**src/rtl/router_pkg.sv**
```systemverilog
// Shared constants and types for the 1x3 router datapath.
// The header flag sits above the data byte in every FIFO entry.
package router_pkg;

    localparam int DATA_W       = 8;
    localparam int FIFO_DEPTH   = 16;
    localparam int FIFO_ADDR_W  = 4;
    localparam int HDR_FLAG_BIT = DATA_W;
    localparam int LEN_MSB      = 7;
    localparam int LEN_LSB      = 2;
    localparam int LEN_W        = LEN_MSB - LEN_LSB + 1;
    localparam int PKT_CNT_W    = LEN_W + 1;

    typedef struct packed {
        logic              hdr;
        logic [DATA_W-1:0] data;
    } fifo_entry_t;

    // A header announces its payload length; the parity byte adds one more.
    function automatic logic [PKT_CNT_W-1:0] pktLenToCount(input logic [LEN_W-1:0] len);
        return {1'b0, len} + PKT_CNT_W'(1);
    endfunction

endpackage

```
**src/rtl/router_fifo_if.sv**
```systemverilog
// Write/read handshake bundle between the router core, a destination FIFO
// and that destination's read port.
interface router_fifo_if;
    import router_pkg::*;

    logic              write_enb;
    logic              read_enb;
    logic              lfd_state;
    logic [DATA_W-1:0] data_in;
    logic [DATA_W-1:0] data_out;
    logic              full;
    logic              empty;

    modport master (
        output write_enb, read_enb, lfd_state, data_in,
        input  data_out, full, empty
    );

    modport slave (
        input  write_enb, read_enb, lfd_state, data_in,
        output data_out, full, empty
    );

endinterface

```
**src/rtl/router_fifo_pkt_cnt.sv**
```systemverilog
// Tracks how many bytes of the packet being read are still to come, so the
// FIFO output can fall back to idle once a packet has fully drained.
module router_fifo_pkt_cnt
    import router_pkg::*;
(
    input  logic             clock,
    input  logic             resetn,
    input  logic             soft_reset,
    input  logic             rdAccept_i,
    input  logic             rdHdr_i,
    input  logic [LEN_W-1:0] rdLen_i,
    output logic             cntZero_o
);

    logic [PKT_CNT_W-1:0] pktCnt_q;
    logic [PKT_CNT_W-1:0] pktCnt_d;

    // A header always reloads, even mid-packet, so packets can abut.
    always_comb begin
        pktCnt_d = pktCnt_q;
        if (soft_reset) begin
            pktCnt_d = '0;
        end else if (rdAccept_i) begin
            if (rdHdr_i) begin
                pktCnt_d = pktLenToCount(rdLen_i);
            end else if (pktCnt_q != '0) begin
                pktCnt_d = pktCnt_q - PKT_CNT_W'(1);
            end
        end
    end

    always_ff @(posedge clock) begin
        if (!resetn) begin
            pktCnt_q <= '0;
        end else begin
            pktCnt_q <= pktCnt_d;
        end
    end

    assign cntZero_o = (pktCnt_q == '0);

endmodule

```
**src/rtl/router_fifo.sv**
```systemverilog
// Per-destination 16-entry byte buffer of the 1x3 router; header bytes are
// tagged so the reader side can follow packet boundaries.
module router_fifo
    import router_pkg::*;
(
    input  logic          clock,
    input  logic          resetn,
    input  logic          soft_reset,
    router_fifo_if.slave  bus
);

    logic [FIFO_ADDR_W:0] wrPtr_q;
    logic [FIFO_ADDR_W:0] wrPtr_d;
    logic [FIFO_ADDR_W:0] rdPtr_q;
    logic [FIFO_ADDR_W:0] rdPtr_d;
    logic [DATA_W-1:0]    dataOut_q;
    logic [DATA_W-1:0]    dataOut_d;
    fifo_entry_t          mem_q [FIFO_DEPTH];

    logic        fullFlag;
    logic        emptyFlag;
    logic        wrAccept;
    logic        rdAccept;
    logic        cntZero;
    fifo_entry_t rdEntry;
    fifo_entry_t wrEntry;

    // The extra pointer bit separates a full FIFO from an empty one.
    assign emptyFlag = (wrPtr_q == rdPtr_q);
    assign fullFlag  = (wrPtr_q[FIFO_ADDR_W-1:0] == rdPtr_q[FIFO_ADDR_W-1:0]) &&
                       (wrPtr_q[FIFO_ADDR_W] != rdPtr_q[FIFO_ADDR_W]);

    assign wrAccept = bus.write_enb && !fullFlag && !soft_reset;
    assign rdAccept = bus.read_enb && !emptyFlag && !soft_reset;

    assign rdEntry      = mem_q[rdPtr_q[FIFO_ADDR_W-1:0]];
    assign wrEntry.hdr  = bus.lfd_state;
    assign wrEntry.data = bus.data_in;

    always_comb begin
        wrPtr_d = wrPtr_q;
        rdPtr_d = rdPtr_q;
        if (soft_reset) begin
            wrPtr_d = '0;
            rdPtr_d = '0;
        end else begin
            if (wrAccept) begin
                wrPtr_d = wrPtr_q + (FIFO_ADDR_W+1)'(1);
            end
            if (rdAccept) begin
                rdPtr_d = rdPtr_q + (FIFO_ADDR_W+1)'(1);
            end
        end
    end

    // Between packets the output idles at zero instead of holding the parity byte.
    always_comb begin
        dataOut_d = dataOut_q;
        if (soft_reset) begin
            dataOut_d = '0;
        end else if (rdAccept) begin
            dataOut_d = rdEntry.data;
        end else if (cntZero) begin
            dataOut_d = '0;
        end
    end

    always_ff @(posedge clock) begin
        if (!resetn) begin
            wrPtr_q   <= '0;
            rdPtr_q   <= '0;
            dataOut_q <= '0;
        end else begin
            wrPtr_q   <= wrPtr_d;
            rdPtr_q   <= rdPtr_d;
            dataOut_q <= dataOut_d;
        end
    end

    always_ff @(posedge clock) begin
        if (resetn && wrAccept) begin
            mem_q[wrPtr_q[FIFO_ADDR_W-1:0]] <= wrEntry;
        end
    end

    router_fifo_pkt_cnt u_pktCnt (
        .clock      (clock),
        .resetn     (resetn),
        .soft_reset (soft_reset),
        .rdAccept_i (rdAccept),
        .rdHdr_i    (rdEntry.hdr),
        .rdLen_i    (rdEntry.data[LEN_MSB:LEN_LSB]),
        .cntZero_o  (cntZero)
    );

    assign bus.data_out = dataOut_q;
    assign bus.full     = fullFlag;
    assign bus.empty    = emptyFlag;

endmodule

```
**src/flat_wrapper.sv**
```systemverilog
// flat-port wrapper written by rule: the top's interface ports become plain ports
module router_fifo_flat import router_pkg::*;
  (clock, resetn, soft_reset, bus_write_enb, bus_read_enb, bus_lfd_state, bus_data_in, bus_data_out, bus_full, bus_empty);
  router_fifo_if bus_i ();
  input  logic clock;
  input  logic resetn;
  input  logic soft_reset;
  input wire logic [$bits(bus_i.write_enb)-1:0] bus_write_enb;
  input wire logic [$bits(bus_i.read_enb)-1:0] bus_read_enb;
  input wire logic [$bits(bus_i.lfd_state)-1:0] bus_lfd_state;
  input wire logic [$bits(bus_i.data_in)-1:0] bus_data_in;
  output wire logic [$bits(bus_i.data_out)-1:0] bus_data_out;
  output wire logic [$bits(bus_i.full)-1:0] bus_full;
  output wire logic [$bits(bus_i.empty)-1:0] bus_empty;
  assign bus_i.write_enb = bus_write_enb;
  assign bus_i.read_enb = bus_read_enb;
  assign bus_i.lfd_state = bus_lfd_state;
  assign bus_i.data_in = bus_data_in;
  assign bus_data_out = bus_i.data_out;
  assign bus_full = bus_i.full;
  assign bus_empty = bus_i.empty;
  router_fifo u_core (.clock(clock), .resetn(resetn), .soft_reset(soft_reset), .bus(bus_i));
endmodule
```
**config.mk**
```make
export PLATFORM = sky130hd
export DESIGN_NAME = router_fifo_flat
export DESIGN_NICKNAME = d
export VERILOG_FILES = /design/src/rtl/router_pkg.sv /design/src/rtl/router_fifo_if.sv /design/src/rtl/router_fifo_pkt_cnt.sv /design/src/rtl/router_fifo.sv /design/src/flat_wrapper.sv
export SDC_FILE = /design/constraint.sdc
export NUM_CORES = 1
export LEC_CHECK = 0
export CORE_MARGIN = 2
export CORE_UTILIZATION = 46
export DETAILED_ROUTE_END_ITERATION = 8
export PLACE_DENSITY = 0.65
export SLEW_MARGIN = 0
export SYNTH_ARGS = -nofsm -noshare
export SYNTH_HDL_FRONTEND = slang
export SYNTH_SLANG_ARGS = --single-unit
```
**constraint.sdc**
```tcl
create_clock -name clock -period 7.4 [get_ports clock]
set_input_delay 1.11 -clock clock [delete_from_list [all_inputs] [get_ports clock]]
set_output_delay 1.11 -clock clock [all_outputs]
set_load 0.02 [all_outputs]
```
==> After elaboration in Yosys (flattened, before gate mapping) <==
Memory sizes are Yosys's and may differ from the RTL's. A register that Yosys moved wholly into a read port is not among the register bits.
Cells that the tools add are included.
{ "word_totals": {"reg_bits": 25, "ram_bits": 144, "out_inout_bits": 10, "wordCells": 36, "memories": 1} }
{ "classes": {"n_addsub": 4, "eq_ne": 3, "muxes": 8, "bitwise_logic": 1, "n_reduce_logical": 15} }
{ "mem_list": {"columns": ["name", "depth", "word_bits", "rd", "rd_ports_with_merged_regs", "wr", "line", "source"], "rows": [
  ["u_core.mem_q", 16, 9, 1, 1, 1, "router_fifo.sv:18", "fifo_entry_t mem_q [FIFO_DEPTH];"]
]} }
{ "op_table": {"columns": ["op", "n"], "rows": [
  ["$mux W8", 2],
  ["$mux W7", 2],
  ["$add A5 B1 Y5 const B", 2],
  ["$mux W4", 2],
  ["$add A6 B1 Y7 const B", 1],
  ["$logic_not A7 Y1", 1],
  ["$reduce_bool A7 Y1", 1],
  ["$sub A7 B1 Y7 const B", 1],
  ["$logic_and A1 B1 Y1", 6],
  ["$eq A5 B5 Y1", 1],
  ["$eq A4 B4 Y1", 1],
  ["$reduce_bool A2 Y1", 2],
  ["$logic_not A1 Y1", 3],
  ["$mux W1", 2],
  ["$reduce_and A2 Y1", 1],
  ["$reduce_or A2 Y1", 1],
  ["$ne A1 B1 Y1", 1],
  ["$not A1 Y1", 1]
]} }

==> Depth between registers and ports, before layout <==
Gate-level depths: netlist of the first run.
{ "depth": {"word_depth": 8, "ltp_mapped": 12, "depth_no_buf": 8} }

==> By module <==
Synthesis of the first run repeated with hierarchy kept, for this count alone.
{ "hier_totals": {"cells_unflattened": 421, "hier_area_um2": 7189.4} }
{ "by_module_without_submodules": {"columns": ["mod", "instances", "cells_per_inst", "area_each_um2", "seq_area_each_um2"], "rows": [
  ["router_fifo", 1, 347, 6627.6, 4764.6],
  ["router_fifo_pkt_cnt", 1, 74, 561.8, 140.1]
]} }

==> Worst setup path after synthesis of the first run <==
No wires, ideal clock.
{ "synth_path": {"path_kind": "input to register", "from": "input resetn", "to": "memory u_core.mem_q[0][0] (netlist name), enable pin", "t_arrival_ns": 2.292, "required_ns": 7.013, "path_slack_ns": 4.722, "cell_stages": 4, "path_buffers": 0, "path_cell_list": "nor2b_1 and2_1 nand2_1 nor3_1"} }
{ "synth_between": {"elab_chain_cells": 3} }
{ "synth_rtl": {"columns": ["element", "line", "source"], "rows": [
  ["from (decl)", "flat_wrapper.sv:6", "input logic resetn;"],
  ["$logic_and A1 B1 Y1", "router_fifo.sv:81", "if (resetn && wrAccept) begin"],
  ["$mux W1", "router_fifo.sv:81", null],
  ["$mux W1 (not written as such)", "router_fifo.sv:82", "mem_q[wrPtr_q[FIFO_ADDR_W-1:0]] <= wrEntry;"],
  ["to (decl)", "router_fifo.sv:18", null]
]} }
Every way passes these cells.

==> Final worst setup path of the first run <==
{ "layout_path": {"from": "register u_core.wrPtr_q[2]", "to": "output bus_full"} }
{ "layout_between": {"elab_chain_cells": 2} }
{ "layout_rtl": {"columns": ["element", "line", "source"], "rows": [
  ["from (decl)", "router_fifo.sv:12", "logic [FIFO_ADDR_W:0] wrPtr_q;"],
  ["from (signal assigned)", "router_fifo.sv:74", "wrPtr_q <= wrPtr_d;"],
  ["$eq A4 B4 Y1", "router_fifo.sv:30", "assign fullFlag = (wrPtr_q[FIFO_ADDR_W-1:0] == rdPtr_q[FIFO_ADDR_W-1:0]) &&"],
  ["$logic_and A1 B1 Y1", "router_fifo.sv:30", null],
  ["to (decl)", "flat_wrapper.sv:13", "output wire logic [$bits(bus_i.full)-1:0] bus_full;"]
]} }
Every way passes these cells.

==> impl_metrics.env, run 1 <==
export IMPL_ys_seq_area_frac=0.693
export IMPL_finalHoldViolations=0
export IMPL_place_port_buffers=23
export IMPL_num_vias=3823
export IMPL_internal_power_mw=1.64
export IMPL_drt_total_wl_mm=14.6
export IMPL_drive_gt1_frac=0.123
export IMPL_hold_path_class="flip-flop to flip-flop"
export IMPL_rows=45
export IMPL_p_sw_mw=0.391
export IMPL_clock_path_buffers=2
export IMPL_cp_num_buf_inv=1
export IMPL_synth_area_sq_um=7080
export IMPL_path_cells="xnor2_1 > nand4_1 > nor2_1 > clkdlybuf4s50_1"
export IMPL_critPathArrivalTime_ns=2.22
export IMPL_worst_slew_pin_slew_ns=1.27
export IMPL_synthToLayoutAreaGrowth_pct=13.8
export IMPL_holdCritStartpoint="u_core.bus.data_out[4]"
export IMPL_p_seq_frac=0.521
export IMPL_dp_cells=619
export IMPL_place_congestion=0.830
export IMPL_coreArea_sq_um=15100
export IMPL_antenna_found_initial=0
export IMPL_final_cell_mix="144 x edfxtp_1, 32 x nor2_1, 28 x dfxtp_1"
export IMPL_skew_ns=0.00874
export IMPL_power_share_clock=0.449
export IMPL_slew_viol_final=0
export IMPL_finalPower_mw=2.03
export IMPL_cpMaxStageDelayCell="clkdlybuf4s50_1"
export IMPL_die_w_um=128
export IMPL_path_clk_slew_ns=0.07
export IMPL_synth_fp_nets=443
export IMPL_cts_tree="built"
export IMPL_combPwrFrac=0.030
export IMPL_tns_ns=0
export IMPL_synth_warnings=0
export IMPL_switching_share=0.192
export IMPL_rr_endpoint="u_core.u_pktCnt.pktCnt_q[0]"
export IMPL_drc_errors=0
export IMPL_crit_path_max_fanout=10
export IMPL_dieArea_sq_um=16400
export IMPL_fin_util=0.532
export IMPL_grt_start_max_net_pins=41
export IMPL_insertedDiodeCount=0
export IMPL_finalCritPeriodShare=0.451
export IMPL_synth_distinct_cells=48
export IMPL_drt_first_pass_iters=5
export IMPL_cap_violations=0
export IMPL_fin_crit_ns=3.33
export IMPL_hold_end="u_core.bus.data_out[4]"
export IMPL_synth_ff_type="edfxtp_1"
export IMPL_critPathLaunchType="flip-flop"
export IMPL_post_cts_setup_buffers=0
export IMPL_rsz0062_at_grt="no"
export IMPL_viasPerCell=5.87
export IMPL_cts_sinks=173
export IMPL_grt_use_total=0.191
export IMPL_dieHeight_um=128
export IMPL_leakage_nw=2.51
export IMPL_worstHoldPathCells=2
export IMPL_wire_per_inst_um=22.4
export IMPL_io_pins=24
export IMPL_startpoint="u_core.wrPtr_q[2]"
export IMPL_fmax_mhz=300
export IMPL_async_flop_share=0
export IMPL_htreeDepth=4
export IMPL_worstPathRequired_ns=6.29
export IMPL_grt_pass1_wl_mm=22.3
export IMPL_final_cells=651
export IMPL_clock_root_buffer="clkbuf_16"
export IMPL_ant_nets=0
export IMPL_design_area_sq_um=8060
export IMPL_relSlewSlack=0.150
export IMPL_preCtsSetupSlack_ns=3.61
export IMPL_grt_pass1_vias=3784
export IMPL_start_util=0.467
export IMPL_ctsResizeCount=0
export IMPL_numCtsBuffers=17
export IMPL_dpl_instance_area_sq_um=7450
export IMPL_synth_cells=422
export IMPL_clk_latency_ns=0.43
export IMPL_r2r_slack_ns=4.37
export IMPL_postCtsHoldBufs=0
export IMPL_critPathMaxStageDelay_ns=0.62
export IMPL_setup_ws_ns=4.07
export IMPL_nets=471
export IMPL_hpwl_mm=9.72
export IMPL_power_density_nw_per_um2=252
export IMPL_worst_hold_slack_ns=0.473
export IMPL_critPathTopFamily="buffers and inverters"
export IMPL_path_class="flip-flop to output port"
export IMPL_synth_seq_cells=173
export IMPL_grt_overflow=0
export IMPL_reg2reg_depth=7
export IMPL_peakVddDrop_uv=163
export IMPL_final_common_cell="edfxtp_1"
export IMPL_synth_edff_count=144
export IMPL_avgSynthCellArea_sq_um=16.8
export IMPL_crit_path_end_kind="output port"
export IMPL_status="finished, final reports clean"
export IMPL_drtIter0Drc=481
export IMPL_setup_viol=0
area by class of cell:
| type | instances | area (sq um) |
|---|---|---|
| clock buffer | 20 | 437 |
| clock inverter | 12 | 168 |
| fill | 1188 | 7090 |
| inverter | 5 | 18.8 |
| multi-input combinational | 224 | 2020 |
| sequential | 173 | 4910 |
| tap | 188 | 235 |
| timing repair buffer | 29 | 275 |
cell usage after synthesis, types with 2 or more instances:
cell | number | area (sq um)
and2_1 | 2 | 12.5
nand3b_1 | 2 | 15.0
and3_1 | 2 | 12.5
mux4_2 | 21 | 473
inv_1 | 5 | 18.8
nand4_1 | 5 | 31.3
or3_1 | 3 | 18.8
mux4_1 | 15 | 394
xnor2_1 | 7 | 61.3
o21ai_1 | 2 | 10.0
nand2_1 | 24 | 90.1
o21a_1 | 2 | 15.0
nor3_1 | 6 | 30.0
nor4_1 | 3 | 18.8
clkbuf_1 | 12 | 45.0
nor2_1 | 32 | 120
mux2i_1 | 10 | 100
o21ai_0 | 9 | 45.0
dfxtp_1 | 29 | 581
a21oi_1 | 15 | 75.1
edfxtp_1 | 144 | 4320
buf_8 | 2 | 30.0
nand2b_1 | 4 | 25.0
nor2b_1 | 5 | 31.3
nand3_1 | 13 | 65.1
xor2_1 | 8 | 70.1
ha_1 | 7 | 87.6
a22oi_1 | 9 | 67.6
a221oi_1 | 5 | 43.8
how the worst max path moves through the flow:
stage | endpoint | slack (ns) | cells after the start
detailed placement | u_core.mem_q[2][0] | 3.61 | 5
floorplan | u_core.mem_q[0][0] | 4.72 | 4
global route | u_core.mem_q[2][4] | 3.90 | 5
finish | bus_full | 4.07 | 4
CTS | bus_full | 4.03 | 4
global placement | u_core.mem_q[2][0] | 3.67 | 5
worst reg2reg max path: stages, from the launching register on:
cell	delay, ns
dfxtp_2	0.31
buf_4	0.55
mux4_1	0.72
a22oi_1	0.30
nand2_1	0.35
or3_1	0.42
a21o_1	0.19
a21oi_2	0.12
per-layer routing:
metal	up-vias	global-route usage	part of all wire
met5	-	0	0
met1	1936	0.255	0.44
li1	1734	-	-
met3	21	0.0572	0.060
met2	132	0.301	0.49
met4	0	0.0666	0.017
flip-flops by register name, indices dropped and copies added (netlist names), named ones only:
name                      count
u_core.mem_q                144
u_core.bus.data_out           8
u_core.u_pktCnt.pktCnt_q      7
u_core.rdPtr_q                5
u_core.wrPtr_q                5
power by group through the flow:
| stage | registers [mW] | logic, mW | clock network (mW) |
|---|---|---|---|
| 2_1_floorplan | 1.08 | 0.0307 | 0 |
| 3_5_place_dp | 1.08 | 0.0618 | 0 |
| 3_3_place_gp | 1.08 | 0.0605 | 0 |
| 5_1_grt | 1.06 | 0.0661 | 0.966 |
| 6_report | 1.06 | 0.0610 | 0.912 |
| 4_1_cts | 1.06 | 0.0618 | 0.930 |
kinds of logic (layout without fill, tap and decap cells):
group	Yosys count	in the layout	share of synthesized area
multiplexers	46	46	0.137
XOR/XNOR	15	15	0.0186
adder cells (fa/ha/maj)	7	7	0.0124
buffers and inverters	25	66	0.0219
AND/OR/NAND/NOR	105	105	0.0716
flip-flops	173	173	0.693
AO/OA/AOI/OAI	51	51	0.0461
Note: power is estimated with default switching activity, not from simulation.
==> run 2, diff against run 1 <==
- PLACE_DENSITY: 0.65 -> 0.67
- clock period: 7.4 -> 3 ns (I/O delays scaled with it)
==> impl_metrics.env, run 2 (same netlist as run 1, synthesis figures left out) <==
export IMPL_reg2reg_depth=8
export IMPL_ant_nets=0
export IMPL_critPathArrivalTime_ns=3.02
export IMPL_cts_sinks=173
export IMPL_fin_crit_ns=2.68
export IMPL_rr_endpoint="u_core.u_pktCnt.pktCnt_q[3]"
export IMPL_grt_pass1_vias=3873
export IMPL_grt_pass1_wl_mm=22.8
export IMPL_die_w_um=128
export IMPL_wire_per_inst_um=21.6
export IMPL_cts_tree="built"
export IMPL_grt_overflow=0
export IMPL_setup_viol=0
export IMPL_status="finished, final reports clean"
export IMPL_clock_root_buffer="clkbuf_16"
export IMPL_dieHeight_um=128
export IMPL_skew_ns=0.0109
export IMPL_rows=45
export IMPL_htreeDepth=4
export IMPL_holdCritStartpoint="u_core.bus.data_out[0]"
export IMPL_num_vias=3917
export IMPL_place_port_buffers=23
export IMPL_final_cell_mix="144 x edfxtp_1, 32 x nor2_1, 28 x dfxtp_1, 28 x buf_4, 24 x nand2_1"
export IMPL_place_congestion=0.975
export IMPL_grt_use_total=0.193
export IMPL_peakVddDrop_uv=450
export IMPL_rsz0062_at_grt="no"
export IMPL_critPathLaunchType="flip-flop"
export IMPL_nets=495
export IMPL_slew_viol_final=0
export IMPL_hpwl_mm=9.39
export IMPL_hold_path_class="flip-flop to flip-flop"
export IMPL_finalHoldViolations=0
export IMPL_insertedDiodeCount=0
export IMPL_drtIter0Drc=402
export IMPL_viasPerCell=5.80
export IMPL_power_density_nw_per_um2=604
export IMPL_path_class="flip-flop to flip-flop"
export IMPL_finalCritPeriodShare=0.893
export IMPL_drc_errors=0
export IMPL_drt_total_wl_mm=14.6
export IMPL_drive_gt1_frac=0.175
export IMPL_io_pins=24
export IMPL_drt_first_pass_iters=4
export IMPL_leakage_nw=2.65
export IMPL_final_common_cell="edfxtp_1"
export IMPL_path_clk_slew_ns=0.07
export IMPL_numCtsBuffers=17
export IMPL_crit_path_end_kind="flip-flop"
export IMPL_worst_slew_pin_slew_ns=0.886
export IMPL_grt_start_max_net_pins=35
export IMPL_hold_end="u_core.bus.data_out[0]"
export IMPL_synthToLayoutAreaGrowth_pct=16.9
export IMPL_worstPathRequired_ns=3.35
export IMPL_fmax_mhz=373
export IMPL_r2r_slack_ns=0.32
export IMPL_clk_latency_ns=0.42
export IMPL_start_util=0.467
export IMPL_dieArea_sq_um=16400
export IMPL_largest_register_ffs=144
export IMPL_cap_violations=0
export IMPL_clock_path_buffers=2
export IMPL_relSlewSlack=0.405
export IMPL_worst_hold_slack_ns=0.463
export IMPL_coreArea_sq_um=15100
export IMPL_crit_path_max_fanout=27
export IMPL_antenna_found_initial=0
export IMPL_tns_ns=0
export IMPL_worstHoldPathCells=2
==> run 2: repair_timing <==
item | CTS | global route
setup endpoints to repair | 0 | 1
hold buffers | 0 | 0
gates resized for setup | 0 | 1
buffers inserted | 0 | 0
==> run 2: per-stage QoR <==
stage,worst slack (ns),cell area [sq um],power [mW],cells,util
6_report,0.321,8270,5.00,675,0.546
5_1_grt,0.0276,8270,5.15,675,0.546
4_1_cts,0.237,8270,5.05,675,0.546
3_5_place_dp,0.259,7660,2.81,643,0.506
3_3_place_gp,0.375,7660,2.80,643,0.506
2_1_floorplan,0.518,7080,2.74,422,-
==> run 2: worst max-delay path, stage by stage (launching register included) <==
cell and delay [ns]:
dfxtp_4 0.48, buf_12 0.26, mux4_1 0.60, a22oi_1 0.21, nand2_1 0.23, buf_4 0.23, nor4_1 0.30, o21ai_0 0.17
o211ai_1 0.12
==> run 2: worst max-delay path by stage <==
stage,end,slack [ns],cells after the start
4_1_cts,u_core.u_pktCnt.pktCnt_q[3],0.24,8
3_3_place_gp,u_core.u_pktCnt.pktCnt_q[5],0.38,8
5_1_grt,u_core.u_pktCnt.pktCnt_q[3],0.03,8
2_1_floorplan,u_core.u_pktCnt.pktCnt_q[2],0.52,10
3_5_place_dp,u_core.u_pktCnt.pktCnt_q[3],0.26,8
6_report,u_core.u_pktCnt.pktCnt_q[3],0.32,8
==> run 2: power breakdown <==
group / total [mW] / internal (mW) / switching (mW) / leakage, nW
Sequential: 2.61 / 2.61 / 0.00626 / 1.53
Combinational: 0.142 / 0.0585 / 0.0835 / 0.825
Clock: 2.24 / 1.33 / 0.918 / 0.299
Total: 5.00 / 3.99 / 1.01 / 2.65
==> run 2: layout make-up <==
cell class | count | area (sq um)
repair buffers | 53 | 480
inverters | 5 | 18.8
well taps | 188 | 235
clock buffers | 17 | 425
fillers | 1158 | 6870
flip-flops and latches | 173 | 4910
multi-input cells | 224 | 2020
clock inverters | 15 | 186
==> run 2: metal layers <==
metal | wire length [um] | track usage | up-vias
met2 | 6750 | 0.290 | 140
met5 | 0 | 0 | -
met1 | 6660 | 0.271 | 1960
met3 | 712 | 0.0480 | 31
li1 | - | - | 1786
met4 | 468 | 0.0840 | 0
==> run 3, diff against run 2 <==
- CTS_CLUSTER_SIZE: unset -> 30
==> results of run 3 <==
Final layout, timing and power as in run 2 (identical DEF).
==> RTL edit 1 (settings of run 3) <==
`FIFO_ADDR_W`: 4 -> 3.
--- a/src/rtl/router_pkg.sv
+++ b/src/rtl/router_pkg.sv
@@ -6,3 +6,3 @@
     localparam int FIFO_DEPTH   = 16;
-    localparam int FIFO_ADDR_W  = 4;
+    localparam int FIFO_ADDR_W  = 3;
     localparam int HDR_FLAG_BIT = DATA_W;
Check against the original RTL: not equivalent (a bounded check fails within 10 cycles, from zero or initial values).
==> RTL edit 1 against run 3 <==
  * Routed wire length is 46% lower
  * Final area is 42% lower
  * Worst setup slack better by 0.14 ns
  * Highest routed layer unchanged
  * Die area is 40% lower
  * Area after synthesis is 41% lower
  * Sequential cell count is 75 lower
  * Largest cell class unchanged
  * Sequential share of layout area is 3.2 points lower
  * Hold slack better by 0.012 ns
  * Count of clock-buffer cells in the layout is 8 lower
  * Clock skew is 0.0034 ns higher
  * Power is 52% lower
  * Register-to-register slack better by 0.25 ns
  * Critical path type is now register to primary output
==> RTL edit 1: results (changes against run 3) <==
Place
  • Gpl congestion: 0.7824 (was 0.9753)
  • DP HPWL: 5.372 mm (was 9.386 mm)
  • Dpl cell area: 4592 µm² (was 7660 µm²)
  • Inst Count DP: 414 (was 643)
  • IO buf count: 23 (unchanged)

CTS
  • Htree depth: 3 (was 4)
  • Cts bufs inserted: 9 (was 17)
  • CTS root buffer: clkbuf_8 (was clkbuf_16)
  • Clock Latency Late Sink: 0.37 ns (was 0.42 ns)
  • CTS clk-pin slew, worst paths: 0.10 ns (was 0.07 ns)

Global route
  • GRT Total Usage: 17.03% (was 19.32%)
  • Vias in the first global route: 2363 (was 3873)
  • First-pass GRT wire length: 12.61 mm (was 22.82 mm)
  • Largest net degree at the start of global routing: 22 (was 35)

Synth
  • Cells after synthesis: 282 (was 422)
  • Syn nets: 300 (was 443)
  • Post-synth EDFFs: 72 (was 144)
  • Register area share after synthesis: 63.90% (was 69.28%)
  • Largest cells by area after synthesis: edfxtp_1 52%, dfxtp_1 12%, mux4_1 5.6% (was edfxtp_1 61%, dfxtp_1 8.2%, mux4_2 6.7%)
  • Synth top cells by count: 72 x edfxtp_1, 27 x nor2_1, 26 x dfxtp_1, 10 x a21oi_1, 10 x nand2_1 (was 144 x edfxtp_1, 32 x nor2_1, 29 x dfxtp_1, 24 x nand2_1, 21 x mux4_2)

Detailed routing
  • Total wire length: 7.825 mm (was 14.59 mm)
  • Initial drt markers: 117 (was 402)
  • Routed len/inst: 18.24 µm (was 21.62 µm)
  • Initial DRT Pass Iterations: 4 (unchanged)
  • Vias per cell: 5.622 (was 5.803)

Min path
  • Hold Path End: u_core.bus.data_out[7] (was u_core.bus.data_out[0])
  • Hold Path Origin: u_core.bus.data_out[7] (was u_core.bus.data_out[0])

Critical path
  • Critical Path Max Stage Delay: 0.63 ns (was 0.60 ns)
  • R2R setup slack: 0.57 ns (was 0.32 ns)
  • R2R cell count: 6 (was 8)
  • Slowest stage cell on the critical path: clkdlybuf4s50_1 (was mux4_1)
  • FF-to-FF End: u_core.u_pktCnt.pktCnt_q[5] (was u_core.u_pktCnt.pktCnt_q[3])
  • CP max FO: 9 (was 27)
  • WP data arrival: 2.09 ns (was 3.02 ns)

Outcome
  • Status: completed (unchanged)

Power and ir drop
  • Lkg Pwr: 1.560 nW (was 2.655 nW)
  • Peak VDD IR: 0.3828 mV (was 0.4498 mV)

Layout
  • Nets: 335 (was 495)
  • Share of cells above drive strength 1: 14.02% (was 17.45%)
  • Number of flip-flops in the largest register: 72 (was 144)

Timing
  • Worst slew margin: 60.03% (was 40.54%)
  • Worst Clk Skew: 0.01426 ns (was 0.01087 ns)
==> RTL edit 1: changes by cell type in the layout (fill, tap and decap cells not counted), moves of 4 or more <==
cell / delta
clkbuf_16: -17
mux4_1: -6
nand2_1: -14
buf_4: -13
nor2b_1: -4
edfxtp_1: -72
clkbuf_8: +9
mux4_2: -12
a21oi_1: -5
a221oi_1: -5
nor2_1: -5
nand3_1: -4
a22oi_1: -8
==> RTL edit 1: cell type report <==
| cell class | count | area (µm²) |
|---|---|---|
| Fill cell | 718 | 4024 |
| Multi-Input combinational cell | 163 | 1405 |
| Tap cell | 108 | 135.1 |
| Clock buffer | 9 | 123.9 |
| Inverter | 7 | 26.28 |
| Timing Repair Buffer | 38 | 342.8 |
| Sequential cell | 98 | 2683 |
| Clock inverter | 6 | 66.31 |
==> RTL edit 1: logic make-up (layout without fill, tap and decap cells) <==
group	count (synthesis)	after routing	synth area share, %
AO/OA/AOI/OAI	38	38	6.259
XOR/XNOR	14	14	2.921
adder cells (fa/ha/maj)	4	4	1.192
buffers and inverters	21	60	2.623
flip-flops	98	98	63.90
multiplexers	30	30	14.01
AND/OR/NAND/NOR	77	77	9.091
==> RTL edit 1: how the worst max path moves through the flow <==
stage | cells after the start | slack [ns] | end
6_report | 4 | 0.46 | bus_full
5_1_grt | 4 | 0.34 | bus_full
4_1_cts | 4 | 0.46 | bus_full
3_5_place_dp | 6 | 0.59 | u_core.u_pktCnt.pktCnt_q[5]
3_3_place_gp | 6 | 0.60 | u_core.u_pktCnt.pktCnt_q[5]
2_1_floorplan | 5 | 0.53 | u_core.mem_q[0][0]
==> RTL edit 1: metrics by stage <==
stage / util, % / worst slack [ns] / total power, mW / hold slack [ns]
floorplan: - / 0.5337 / 1.556 / 0.4947
global placement: 52.15 / 0.6031 / 1.604 / 0.4556
detailed placement: 52.15 / 0.5949 / 1.606 / 0.4615
CTS: 54.31 / 0.4630 / 2.434 / 0.4754
global route: 54.31 / 0.3418 / 2.499 / 0.5184
finish: 54.31 / 0.4566 / 2.409 / 0.4753
==> RTL edit 1: critical path: cells and delay by family, from the launching register on <==
kind | cells | cell delay (ns)
buf+inv | 1 | 0.63
flops | 1 | 0.42
xor+xnor | 1 | 0.36
simple gates | 2 | 0.31
==> RTL edit 1: layer usage <==
layer  vias up  track usage [%]  part of all wire [%]  wire length, µm
met2        59            25.94                    46             3591
met3        13            3.795                   3.7              291
li1       1160                -                     -                -
met5         -                0                     0                0
met1      1180            24.07                    49             3802
met4         0            6.639                   1.8              140
==> RTL edit 1: report_power, final <==
group	switching (mW)	leakage [nW]	internal, mW
Combinational	0.0613	0.605	0.0481
Clock	0.450	0.0967	0.386
Sequential	0.00632	0.858	1.46
==> RTL edit 2 (settings of run 3) <==
Without the edit above. Make the reset (`resetn`) asynchronous in 2 clocked blocks.
--- a/src/rtl/router_fifo_pkt_cnt.sv
+++ b/src/rtl/router_fifo_pkt_cnt.sv
@@ -31,3 +31,3 @@
 
-    always_ff @(posedge clock) begin
+    always_ff @(posedge clock or negedge resetn) begin
         if (!resetn) begin
--- a/src/rtl/router_fifo.sv
+++ b/src/rtl/router_fifo.sv
@@ -67,3 +67,3 @@
 
-    always_ff @(posedge clock) begin
+    always_ff @(posedge clock or negedge resetn) begin
         if (!resetn) begin
Formal check against the unedited RTL: differs if resetn is asserted again (counterexample within 4 cycles, from zero or initial values and one cycle with resetn low); with resetn held inactive, the same outputs for 4 cycles.
==> RTL edit 2 against run 3 <==
  * Critical path depth shrank 4
  * Worst setup slack got worse by 0.11 ns
  * Synthesized cell count down 5.0%
  * Count of clock-buffer cells in the layout increased by 4
  * Routed wire length rose by 3.6%
  * Core utilization rose by 0.33 points
  * Sequential cell count fell by 4
  * Die area is essentially flat
  * Final area increased by 0.23%
  * Area after synthesis barely moved
Power is not compared: it rests on default switching activity, and its combinational part moved more than twofold at a synthesized area within 25%.
==> RTL edit 2: results (changes against run 3) <==
Layout
  • Nets: 481 (was 495)
  • Diode count: 0 (unchanged)
  • Share of cells above drive strength 1: 22.83% (was 17.45%)
  • Fillers: 1176 (was 1158)

Place
  • Gpl congestion: 0.8296 (was 0.9753)
  • DP HPWL: 9.858 mm (was 9.386 mm)
  • Dpl cell area: 7752 µm² (was 7660 µm²)
  • Dpl ws: 0.3097 ns (was 0.2591 ns)
  • Inst Count DP: 626 (was 643)

Timing
  • Worst Clk Skew: 0.008049 ns (was 0.01087 ns)
  • Worst slew margin: 55.25% (was 40.54%)
  • TNS Setup: 0 ns (unchanged)

Min path
  • Worst hold path type: input pin to async pin (was register to register)

Detailed routing
  • Routed len/inst: 22.87 µm (was 21.62 µm)
  • Total wire length: 15.12 mm (was 14.59 mm)
  • Initial drt markers: 345 (was 402)
  • Vias per cell: 5.781 (was 5.803)

Power and ir drop
  • Clk power: 1.92 mW
  • Power share of the sequential group: 47.8%
  • Lkg Pwr: 2.736 nW
  • Peak VDD IR: 0.4019 mV
  • Pwr dens: 668.7 nW/µm²
  • Sw Ratio: 25.85%

Global route
  • Vias in the first global route: 3947 (was 3873)
  • First-pass GRT wire length: 23.68 mm (was 22.82 mm)
  • GRT Total Usage: 20.20% (was 19.32%)
  • Largest net degree at the start of global routing: 41 (was 35)

Critical path
  • CP max FO: 11 (was 27)
  • Slowest stage cell on the critical path: dfrtp_1 (was mux4_1)
  • WP data arrival: 2.34 ns (was 3.02 ns)
  • Critical Path Max Stage Delay: 0.65 ns (was 0.60 ns)

CTS
  • CTS root buffer: clkbuf_16 (unchanged)
  • Cts bufs inserted: 17 (unchanged)

Synth
  • Syn nets: 422 (was 443)
  • Cells after synthesis: 401 (was 422)
  • Asr flop ratio synth: 14.79% (was 0%)
  • XOR/XNOR share of the synthesized area: 2.229% (was 1.856%)
  • Synth top cells by count: 144 x edfxtp_1, 34 x mux4_2, 28 x nor2_1, 25 x dfrtp_1, 19 x nand2_1 (was 144 x edfxtp_1, 32 x nor2_1, 29 x dfxtp_1, 24 x nand2_1, 21 x mux4_2)
  • Post-synth EDFFs: 144 (unchanged)
  • Yosys cell types: 45 (was 48)
  • Synth Area in Adders: 1.238% (was 1.237%)
  • Largest cells by area after synthesis: edfxtp_1 61%, mux4_2 11%, dfrtp_1 8.8% (was edfxtp_1 61%, dfxtp_1 8.2%, mux4_2 6.7%)
  • Synth Area in Compound Gates: 3.237% (was 4.613%)
  • Mux cell area share after synthesis: 14.80% (was 13.66%)
  • Register area share after synthesis: 69.97% (was 69.28%)

Outcome
  • Status: completed (unchanged)
RTL edit 2: worst max-delay path, delay by kind of cell (launching register included):
kind,cells,cell delay [ns]
buf+inv,1,0.62
flops,1,0.65
xor+xnor,1,0.18
simple gates,2,0.47
RTL edit 2: timing repair:
action | in CTS | in global routing
hold endpoints to repair | 0 | 0
gates resized for setup | 1 | 0
setup endpoints to repair | 1 | 2
buffers inserted | 0 | 3
pin swaps | 0 | 0
RTL edit 2: layer usage:
layer  track usage (%)  up-vias  wire [µm]
li1                  -     1709          -
met5                 0        -          0
met3             4.048       19        688
met4             6.981        0        212
met2             33.50      110       7754
met1             26.96     1983       6462
RTL edit 2: path summary, 6_finish.rpt:
check,slack [ns],start,end,cells past startpoint
setup / recovery,0.21,u_core.wrPtr_q[2],bus_full,4
hold / removal,0.46,resetn,u_core.u_pktCnt.pktCnt_q[5],2
setup reg to reg,0.38,u_core.rdPtr_q[1],u_core.u_pktCnt.pktCnt_q[2],8
hold reg to reg,0.54,u_core.bus.data_out[2],u_core.bus.data_out[2],2
max in group asynchronous,2.26,resetn,u_core.rdPtr_q[0],2
min in group clock,0.54,u_core.bus.data_out[2],u_core.bus.data_out[2],2
RTL edit 2: logic make-up after synthesis:
family          after synthesis
fa+ha+maj                     7
simple gates                 91
xor+xnor                     18
buf+inv                      29
compound gates               35
flops                       169
mux                          52
RTL edit 2: layout make-up:
class                           count  area, µm²  share of cell area, %
Clock buffer                       21      440.4                  5.311
Clock inverter                     11      76.32                 0.9203
Sequential cell                   169       4952                  59.72
Tap cell                          188      235.2                  2.836
Multi-Input combinational cell    203       1993                  24.03
Inverter                            8      30.03                 0.3621
Timing Repair Buffer               61      565.5                  6.820
